`src/rtl/seq_det_ctrl.sv`:
```
// Programmable serial-pattern detection controller: arms/disarms a bit-pattern
// matcher, holds its configuration, counts matches and enforces a no-match timeout.
module seq_det_ctrl #(
    parameter int               PAT_W   = 4,
    parameter logic [PAT_W-1:0] PAT_RST = 4'b1101,
    parameter int               CNT_W   = 8,
    parameter int               TO_W    = 16
) (
    input  logic             clk,
    input  logic             rst_n,
    input  logic             din_valid,
    input  logic             din,
    input  logic             arm,
    input  logic             disarm,
    input  logic             cfg_we,
    input  logic [PAT_W-1:0] cfg_pattern,
    input  logic [2:0]       cfg_len,
    input  logic             cfg_overlap,
    input  logic             cfg_oneshot,
    input  logic [TO_W-1:0]  cfg_timeout,
    input  logic             evt_ack,
    output logic             Y,
    output logic             evt_valid,
    output logic             overrun,
    output logic             to_flag,
    output logic             busy,
    output logic             cfg_rej,
    output logic [CNT_W-1:0] match_cnt,
    output logic [2:0]       state_o
);

    localparam int               HC_W    = $clog2(PAT_W + 1);
    localparam logic [HC_W-1:0]  HC_MAX  = HC_W'(PAT_W);
    localparam logic [2:0]       LEN_MAX = 3'(PAT_W);

    typedef enum logic [2:0] {
        S_IDLE    = 3'd0,
        S_ARMED   = 3'd1,
        S_MATCH   = 3'd2,
        S_DONE    = 3'd3,
        S_TIMEOUT = 3'd4
    } state_t;

    state_t            state_reg, state_next;
    logic [PAT_W-1:0]  pattern_reg, pattern_next;
    logic [2:0]        len_reg, len_next;
    logic              overlap_reg, overlap_next;
    logic              oneshot_reg, oneshot_next;
    logic [TO_W-1:0]   timeout_reg, timeout_next;
    logic [PAT_W-1:0]  hist_reg, hist_next;
    logic [HC_W-1:0]   hist_cnt_reg, hist_cnt_next;
    logic [TO_W-1:0]   timer_reg, timer_next;
    logic [CNT_W-1:0]  match_cnt_reg, match_cnt_next;
    logic              evt_valid_reg, evt_valid_next;
    logic              overrun_reg, overrun_next;
    logic              cfg_rej_reg, cfg_rej_next;

    logic [PAT_W-1:0]  len_mask;
    logic [PAT_W-1:0]  hist_shift;
    logic [HC_W-1:0]   hist_cnt_inc;
    logic              window_hit;
    logic              cfg_ok;
    logic              restart;
    logic              match_entry;

    // Only the low len bits of the history take part in the comparison.
    for (genvar gi = 0; gi < PAT_W; gi++) begin : g_mask
        assign len_mask[gi] = (int'(len_reg) > gi);
    end

    assign hist_shift   = {hist_reg[PAT_W-2:0], din};
    assign hist_cnt_inc = (hist_cnt_reg == HC_MAX) ? HC_MAX : hist_cnt_reg + HC_W'(1);
    assign window_hit   = din_valid
                        && (int'(hist_cnt_inc) >= int'(len_reg))
                        && ((hist_shift & len_mask) == (pattern_reg & len_mask));
    assign cfg_ok       = (state_reg == S_IDLE) || (state_reg == S_DONE)
                        || (state_reg == S_TIMEOUT);

    always_comb begin
        state_next    = state_reg;
        hist_next     = hist_reg;
        hist_cnt_next = hist_cnt_reg;
        timer_next    = timer_reg;
        restart       = 1'b0;
        match_entry   = 1'b0;

        case (state_reg)
            S_IDLE: begin
                if (arm) restart = 1'b1;
            end
            S_ARMED: begin
                if (disarm) begin
                    state_next = S_IDLE;
                end else if (arm) begin
                    restart = 1'b1;
                end else begin
                    if (din_valid) begin
                        hist_next     = hist_shift;
                        hist_cnt_next = hist_cnt_inc;
                    end
                    if (window_hit) begin
                        match_entry = 1'b1;
                    end else if ((timeout_reg != '0) && (timer_reg == timeout_reg - TO_W'(1))) begin
                        state_next = S_TIMEOUT;
                    end else begin
                        timer_next = timer_reg + TO_W'(1);
                    end
                end
            end
            S_MATCH: begin
                if (din_valid) begin
                    hist_next     = hist_shift;
                    hist_cnt_next = hist_cnt_inc;
                end
                if (disarm)           state_next = S_IDLE;
                else if (oneshot_reg) state_next = S_DONE;
                else if (window_hit)  match_entry = 1'b1;
                else                  state_next = S_ARMED;
            end
            S_DONE, S_TIMEOUT: begin
                if (disarm)   state_next = S_IDLE;
                else if (arm) restart = 1'b1;
            end
            default: state_next = S_IDLE;
        endcase

        // A match entry resets the no-match timer; non-overlap mode also drops the history.
        if (match_entry) begin
            state_next = S_MATCH;
            timer_next = '0;
            if (!overlap_reg) begin
                hist_next     = '0;
                hist_cnt_next = '0;
            end
        end
        if (restart) begin
            state_next    = S_ARMED;
            hist_next     = '0;
            hist_cnt_next = '0;
            timer_next    = '0;
        end
    end

    always_comb begin
        pattern_next   = pattern_reg;
        len_next       = len_reg;
        overlap_next   = overlap_reg;
        oneshot_next   = oneshot_reg;
        timeout_next   = timeout_reg;
        match_cnt_next = match_cnt_reg;
        overrun_next   = overrun_reg;
        evt_valid_next = evt_valid_reg;
        cfg_rej_next   = cfg_we && !cfg_ok;

        if (cfg_we && cfg_ok) begin
            pattern_next = cfg_pattern;
            len_next     = ((cfg_len == 3'd0) || (int'(cfg_len) > PAT_W)) ? LEN_MAX : cfg_len;
            overlap_next = cfg_overlap;
            oneshot_next = cfg_oneshot;
            timeout_next = cfg_timeout;
        end

        if (evt_valid_reg && evt_ack) evt_valid_next = 1'b0;
        if (match_entry) begin
            evt_valid_next = 1'b1;
            if (match_cnt_reg != '1) match_cnt_next = match_cnt_reg + CNT_W'(1);
            if (evt_valid_reg && !evt_ack) overrun_next = 1'b1;
        end
        if (restart) begin
            match_cnt_next = '0;
            overrun_next   = 1'b0;
        end
    end

    always_ff @(posedge clk) begin
        if (!rst_n) begin
            state_reg     <= S_IDLE;
            pattern_reg   <= PAT_RST;
            len_reg       <= LEN_MAX;
            overlap_reg   <= 1'b1;
            oneshot_reg   <= 1'b0;
            timeout_reg   <= '0;
            hist_reg      <= '0;
            hist_cnt_reg  <= '0;
            timer_reg     <= '0;
            match_cnt_reg <= '0;
            evt_valid_reg <= 1'b0;
            overrun_reg   <= 1'b0;
            cfg_rej_reg   <= 1'b0;
        end else begin
            state_reg     <= state_next;
            pattern_reg   <= pattern_next;
            len_reg       <= len_next;
            overlap_reg   <= overlap_next;
            oneshot_reg   <= oneshot_next;
            timeout_reg   <= timeout_next;
            hist_reg      <= hist_next;
            hist_cnt_reg  <= hist_cnt_next;
            timer_reg     <= timer_next;
            match_cnt_reg <= match_cnt_next;
            evt_valid_reg <= evt_valid_next;
            overrun_reg   <= overrun_next;
            cfg_rej_reg   <= cfg_rej_next;
        end
    end

    assign Y         = (state_reg == S_MATCH);
    assign to_flag   = (state_reg == S_TIMEOUT);
    assign busy      = (state_reg == S_ARMED) || (state_reg == S_MATCH);
    assign evt_valid = evt_valid_reg;
    assign overrun   = overrun_reg;
    assign cfg_rej   = cfg_rej_reg;
    assign match_cnt = match_cnt_reg;
    assign state_o   = state_reg;

endmodule

```
`config.mk`:
```
export PLATFORM = sky130hd
export DESIGN_NAME = seq_det_ctrl
export DESIGN_NICKNAME = d
export VERILOG_FILES = /design/src/rtl/seq_det_ctrl.sv
export SDC_FILE = /design/constraint.sdc
export NUM_CORES = 1
export LEC_CHECK = 0
export CAP_MARGIN = 25
export CORE_UTILIZATION = 59
export DETAILED_ROUTE_END_ITERATION = 6
export PLACE_DENSITY = 0.86
export SKIP_LAST_GASP = 1
export SYNTH_ARGS = -nofsm -noshare
export SYNTH_HDL_FRONTEND = slang
export SYNTH_SLANG_ARGS = --single-unit
```
`constraint.sdc`:
```
create_clock -name clk -period 5.3 [get_ports clk]
set_clock_uncertainty 0.2 [all_clocks]
set_input_delay 0.795 -clock clk [delete_from_list [all_inputs] [get_ports clk]]
set_output_delay 0.795 -clock clk [all_outputs]
set_load 0.03 [all_outputs]
```
; ---- After elaboration in Yosys (flattened, before gate mapping)
; Index checks and enable logic that the tools add are counted.
; W data, S select, Z words.
[classes]
add_sub_neg = 4
order_cmp = 6
eq_ne = 25
mux = 36
bitwise = 8
reduce_logical = 27
[op_table]
columns = operator, count
row1 = $mux W3, 15
row2 = $mux W4, 5
row3 = $ne A4 B4 Y1 const B, 5
row4 = $reduce_and A6 Y1, 3
row5 = $add A16 B1 Y16 const B, 1
row6 = $eq A16 B16 Y1, 1
row7 = $reduce_bool A16 Y1, 1
row8 = $sub A16 B1 Y16 const B, 1
row9 = $ne A3 B3 Y1 const B, 5
row10 = $ne A5 B5 Y1 const B, 3
row11 = $pmux W3 S4, 1
row12 = $mux W1, 10
row13 = $add A8 B1 Y8 const B, 1
row14 = $and A4 B4 Y4, 2
row15 = $ne A8 B8 Y1 const B, 1
row16 = $pmux W4 S2, 1
row17 = $logic_and A1 B1 Y1, 7
row18 = $eq A3 B2 Y1 const B, 2
row19 = $eq A3 B3 Y1 const B, 2
row20 = $gt A3 B1 Y1 const B, 2
row21 = $gt A3 B2 Y1 const B, 2
row22 = $logic_not A3 Y1, 2
row23 = $ne A6 B4 Y1 const B, 1
row24 = $not A1 Y1, 6
row25 = other kinds (17), 26
[word_totals]
register_bits = 62
inputBits = 33
out_inout_bits = 17
elab_cells = 121

; ---- Depth between registers and ports, before layout
[depth]
depth_word = 11
ltp_mapped = 14
mapped_depth_nobuf = 13

; ---- Worst setup path before layout
; OpenSTA, ideal clock, no wires.
[synth_timing]
path_type = flip-flop to flip-flop
from = register state_reg[1], in the netlist state_o[1]
to = register match_cnt_reg[5], in the netlist match_cnt[5]
setup_ps = 127
t_arrival_ps = 3080
required_time_ps = 4973
slack_ps = 1893
stages_incl_launch_ff = 9
path_buffers = 1
period_less_slack_ps = 3407
path_cell_list = dfxtp_1 clkbuf_1 nor3b_1 nor3b_1 o2111ai_1 a31oi_1 nand4_1 xor2_1 nor2_1
[synth_via]
word_cells_on_any_way = 10
cone_classes = eq/ne: 4 / mux: 2 / reduce/logical: 4
[synth_rtl]
columns = item, line_no
row1 = start: declaration, 44  ; state_t state_reg, state_next;
row2 = start signal: assignment, 191  ; state_reg <= state_next;
row3 = $eq A3 B2 Y1, -
row4 = net Y, 22  ; output logic Y,
row5 = $pmux W1 S2, 87  ; case (state_reg)
row6 = $reduce_and A2 Y1 (no source line), -
row7 = end signal: assignment, 200  ; match_cnt_reg <= match_cnt_next;
row8 = end: declaration, 53  ; logic [CNT_W-1:0] match_cnt_reg, match_cnt_next;
; The timed path passes the listed nets, and every way through them passes these cells.
; A chain may end at the register's enable or synchronous reset.

; ---- Worst setup path after layout
[layout_timing]
from = register timeout_reg[0]
to = register timer_reg[10]
[layout_via]
elab_chain_len = 5
word_cells_on_any_way = 6
cone_classes = add/sub: 1 / eq/ne: 1 / bitwise: 1 / reduce/logical: 3
[layout_lines]
columns = item, line_no
row1 = start: declaration, 49  ; logic [TO_W-1:0] timeout_reg, timeout_next;
row2 = start signal: assignment, 196  ; timeout_reg <= timeout_next;
row3 = $sub A16 B1 Y16, 103  ; end else if ((timeout_reg != '0) && (timer_reg == timeout_reg - TO_W'(1))) begin
row4 = $eq A16 B16 Y1, 103
row5 = $logic_and A1 B1 Y1 (*), 103
row6 = $not A1 Y1 (no source line) (*), -
row7 = $reduce_and A5 Y1 (no source line) (*), -
row8 = end signal: assignment, 199  ; timer_reg <= timer_next;
row9 = end: declaration, 52  ; logic [TO_W-1:0] timer_reg, timer_next;
; Mark *: on every way between the ends. The rest lies on a longest branch, timed or not.

==> out/results.txt <==
Final Max Tran Viols -> 0
Final GP Congestion -> 0.932
nature of the critical path endpoint -> register
Synth Cell Area -> 3610 um^2
Nets -> 533
clk_lat worst skew -> 0.34 ns
CP endpoint -> timer_reg[10]$_SDFFE_PP0P_
Routed WL -> 8.32 mm
EDFF count, synth -> 0
Core Region -> 5920 um^2
initial antenna violation count -> 0
crit path max fanout -> 9
initial core utilization -> 0.610
HP Class -> reg -> reg
cts bufs inserted -> 9
gr usage total -> 0.275
Pleak -> 1.59 nW
# rows -> 28
total gr overflow -> 0
Final HPWL DP -> 6.09 mm
Final Non-Filler Cells -> 570
DP Area -> 4100 um^2
Worst VDD drop -> 0.000183 V
Max clock buf depth -> 2
critical path launch point -> timeout_reg[0]$_SDFFE_PN0P_
global-route met2 utilization -> 0.480
outcome -> finished clean
fin worst setup slack -> 1.85 ns
layout cell share with drive strength beyond 1 -> 0.0566
IO Port Bufs -> 49
DR WL/cell -> 14.6 um
largest net degree at the start of global routing -> 31
flops & latches, synth -> 61
Finished Core Util -> 0.724
die width -> 80.2 um
met3 Resource Use GR -> 0.0489
vias in the first global route -> 3126
final setup TNS -> 0 ns
reg-to-reg endpoint -> timer_reg[10]$_SDFFE_PP0P_
syn nets -> 492
post-route ant nets -> 0
max-cap violations -> 0
worst reg-to-reg path cell count -> 10
Ant. Diodes -> 0
first-pass GRT wire length -> 13.8 mm
met1 usage in global routing -> 0.324
f_max -> 290 MHz
Synth async-reset ratio -> 0
die footprint -> 6440 um^2
post-synthesis sequential area ratio -> 0.338
crit start category -> register
final hold slack -> 0.287 ns
die height -> 80.2 um
worst endpoint required time -> 5.36 ns
cell count after synthesis -> 449
r2r startpoint -> timeout_reg[0]$_SDFFE_PN0P_
power density over the cells -> 253 nW/um^2
final setup fails -> 0
Initial DRC Count -> 187
CTS tree -> done
Max-slew headroom -> 0.348
Post-Place Setup Slack -> 1.73 ns
Root Driver -> clkbuf_8
# hold bufs at CTS -> 0
Via-to-Cell Ratio -> 5.89
RSZ-0062 raised after global routing -> no
Reg clk slew, reported paths -> 0.07 ns
H-tree depth -> 3
Crit Path Class -> reg -> reg
vias -> 3356
top-level port count -> 50
Final Critical Period -> 3.45 ns
Arrival @ worst endpoint -> 3.51 ns
Top Usage Layer GRT -> met2
Final period util -> 0.651
design area -> 4290 um^2
# placed instances -> 554
Hold Violations, Final -> 0
prevailing post-synth register cell -> dfxtp_1
DRC -> 0
Mean Syn Cell Area -> 8.04 um^2
DR pass1 iterations -> 4
area overhead of the layout relative to synthesis -> 18.8%
Post-CTS Resized -> 0
worst slew pin tran -> 0.976 ns
Unique masters post-synth -> 59
CTS sink cnt -> 61
yosys warns -> 0
Worst R2R Setup Slack -> 1.85 ns
Post-CTS Setup Inserts -> 0
Power Total -> 1.08 mW
## where the power goes
| part | switching, mW | leakage [nW] | total, mW | internal [mW] |
|---|---|---|---|---|
| logic | 0.0998 | 0.991 | 0.186 | 0.0863 |
| clock network | 0.180 | 0.103 | 0.406 | 0.227 |
| registers | 0.0201 | 0.496 | 0.492 | 0.472 |
| total | 0.300 | 1.59 | 1.08 | 0.785 |
## layout make-up
| type | count | area, um^2 |
|---|---|---|
| multi-input combinational | 352 | 2230 |
| fill | 469 | 1630 |
| sequential | 61 | 1220 |
| timing repair buffer | 49 | 490 |
| clock buffer | 11 | 141 |
| tap | 75 | 93.8 |
| inverter | 17 | 63.8 |
| clock inverter | 5 | 50.0 |
## cells by family (layout without fill, tap and decap cells)
| kind of cell | count (synthesis) | count (layout) | synth area share |
|---|---|---|---|
| buf+inv | 36 | 82 | 0.0444 |
| fa+ha+maj | 10 | 10 | 0.0347 |
| mux | 10 | 10 | 0.0281 |
| flops | 61 | 61 | 0.338 |
| xor+xnor | 34 | 34 | 0.0825 |
| simple gates | 205 | 205 | 0.282 |
| compound gates | 93 | 93 | 0.190 |
## layer usage
layer	vias to the layer above	routed length, um
met4	0	142
met1	1586	3690
met5	-	0
met2	76	4160
met3	14	322
li1	1680	-
## synth_stat cells, types with 10 or more instances
cell       n  area share
a21boi_0  21       0.044
a21oi_1   11       0.015
clkbuf_1  14       0.015
dfxtp_1   61        0.34
ha_1      10       0.035
inv_1     17       0.018
nand2_1   75       0.078
nand3_1   18       0.025
nand4_1   10       0.017
nor2_1    40       0.042
xnor2_1   19       0.046
xor2_1    15       0.036
## critical path: stages (launching register included)
cell,delay (ns)
dfxtp_1,0.39
inv_1,0.11
ha_1,0.28
nor4b_2,0.50
nor4bb_1,0.41
xnor2_1,0.20
or2b_2,0.34
a2111oi_4,0.37
a21oi_2,0.23
and3_1,0.21
o21ai_1,0.13
## cells in the final DEF (no fill, tap or decap), types with 7 or more instances in the layout
| master | count |
|---|---|
| clkbuf_8 | 10 |
| mux2i_1 | 9 |
| nand2_1 | 75 |
| nor2_1 | 40 |
| xor2_1 | 15 |
| nor3_1 | 7 |
| inv_1 | 17 |
| a21oi_1 | 11 |
| o21ai_1 | 9 |
| nand4_1 | 10 |
| nand3_1 | 18 |
| clkdlybuf4s50_1 | 49 |
| or3_1 | 7 |
| ha_1 | 10 |
| a21boi_0 | 21 |
| o21ai_0 | 7 |
| dfxtp_1 | 61 |
| xnor2_1 | 19 |
## how the worst min path moves through the flow
stage | start | to | slack, ns | cells after the start
global placement | overrun$_SDFFE_PP0P_ | overrun$_SDFFE_PP0P_ | 0.27 | 1
finish | overrun$_SDFFE_PP0P_ | overrun$_SDFFE_PP0P_ | 0.29 | 1
global route | timer_reg[15]$_SDFFE_PP0P_ | timer_reg[15]$_SDFFE_PP0P_ | 0.30 | 2
CTS | timer_reg[15]$_SDFFE_PP0P_ | timer_reg[15]$_SDFFE_PP0P_ | 0.28 | 2
detailed placement | overrun$_SDFFE_PP0P_ | overrun$_SDFFE_PP0P_ | 0.27 | 1
floorplan | overlap_reg$_SDFFE_PN1P_ | overlap_reg$_SDFFE_PN1P_ | 0.24 | 2
Power figures use the tool's default switching activity.
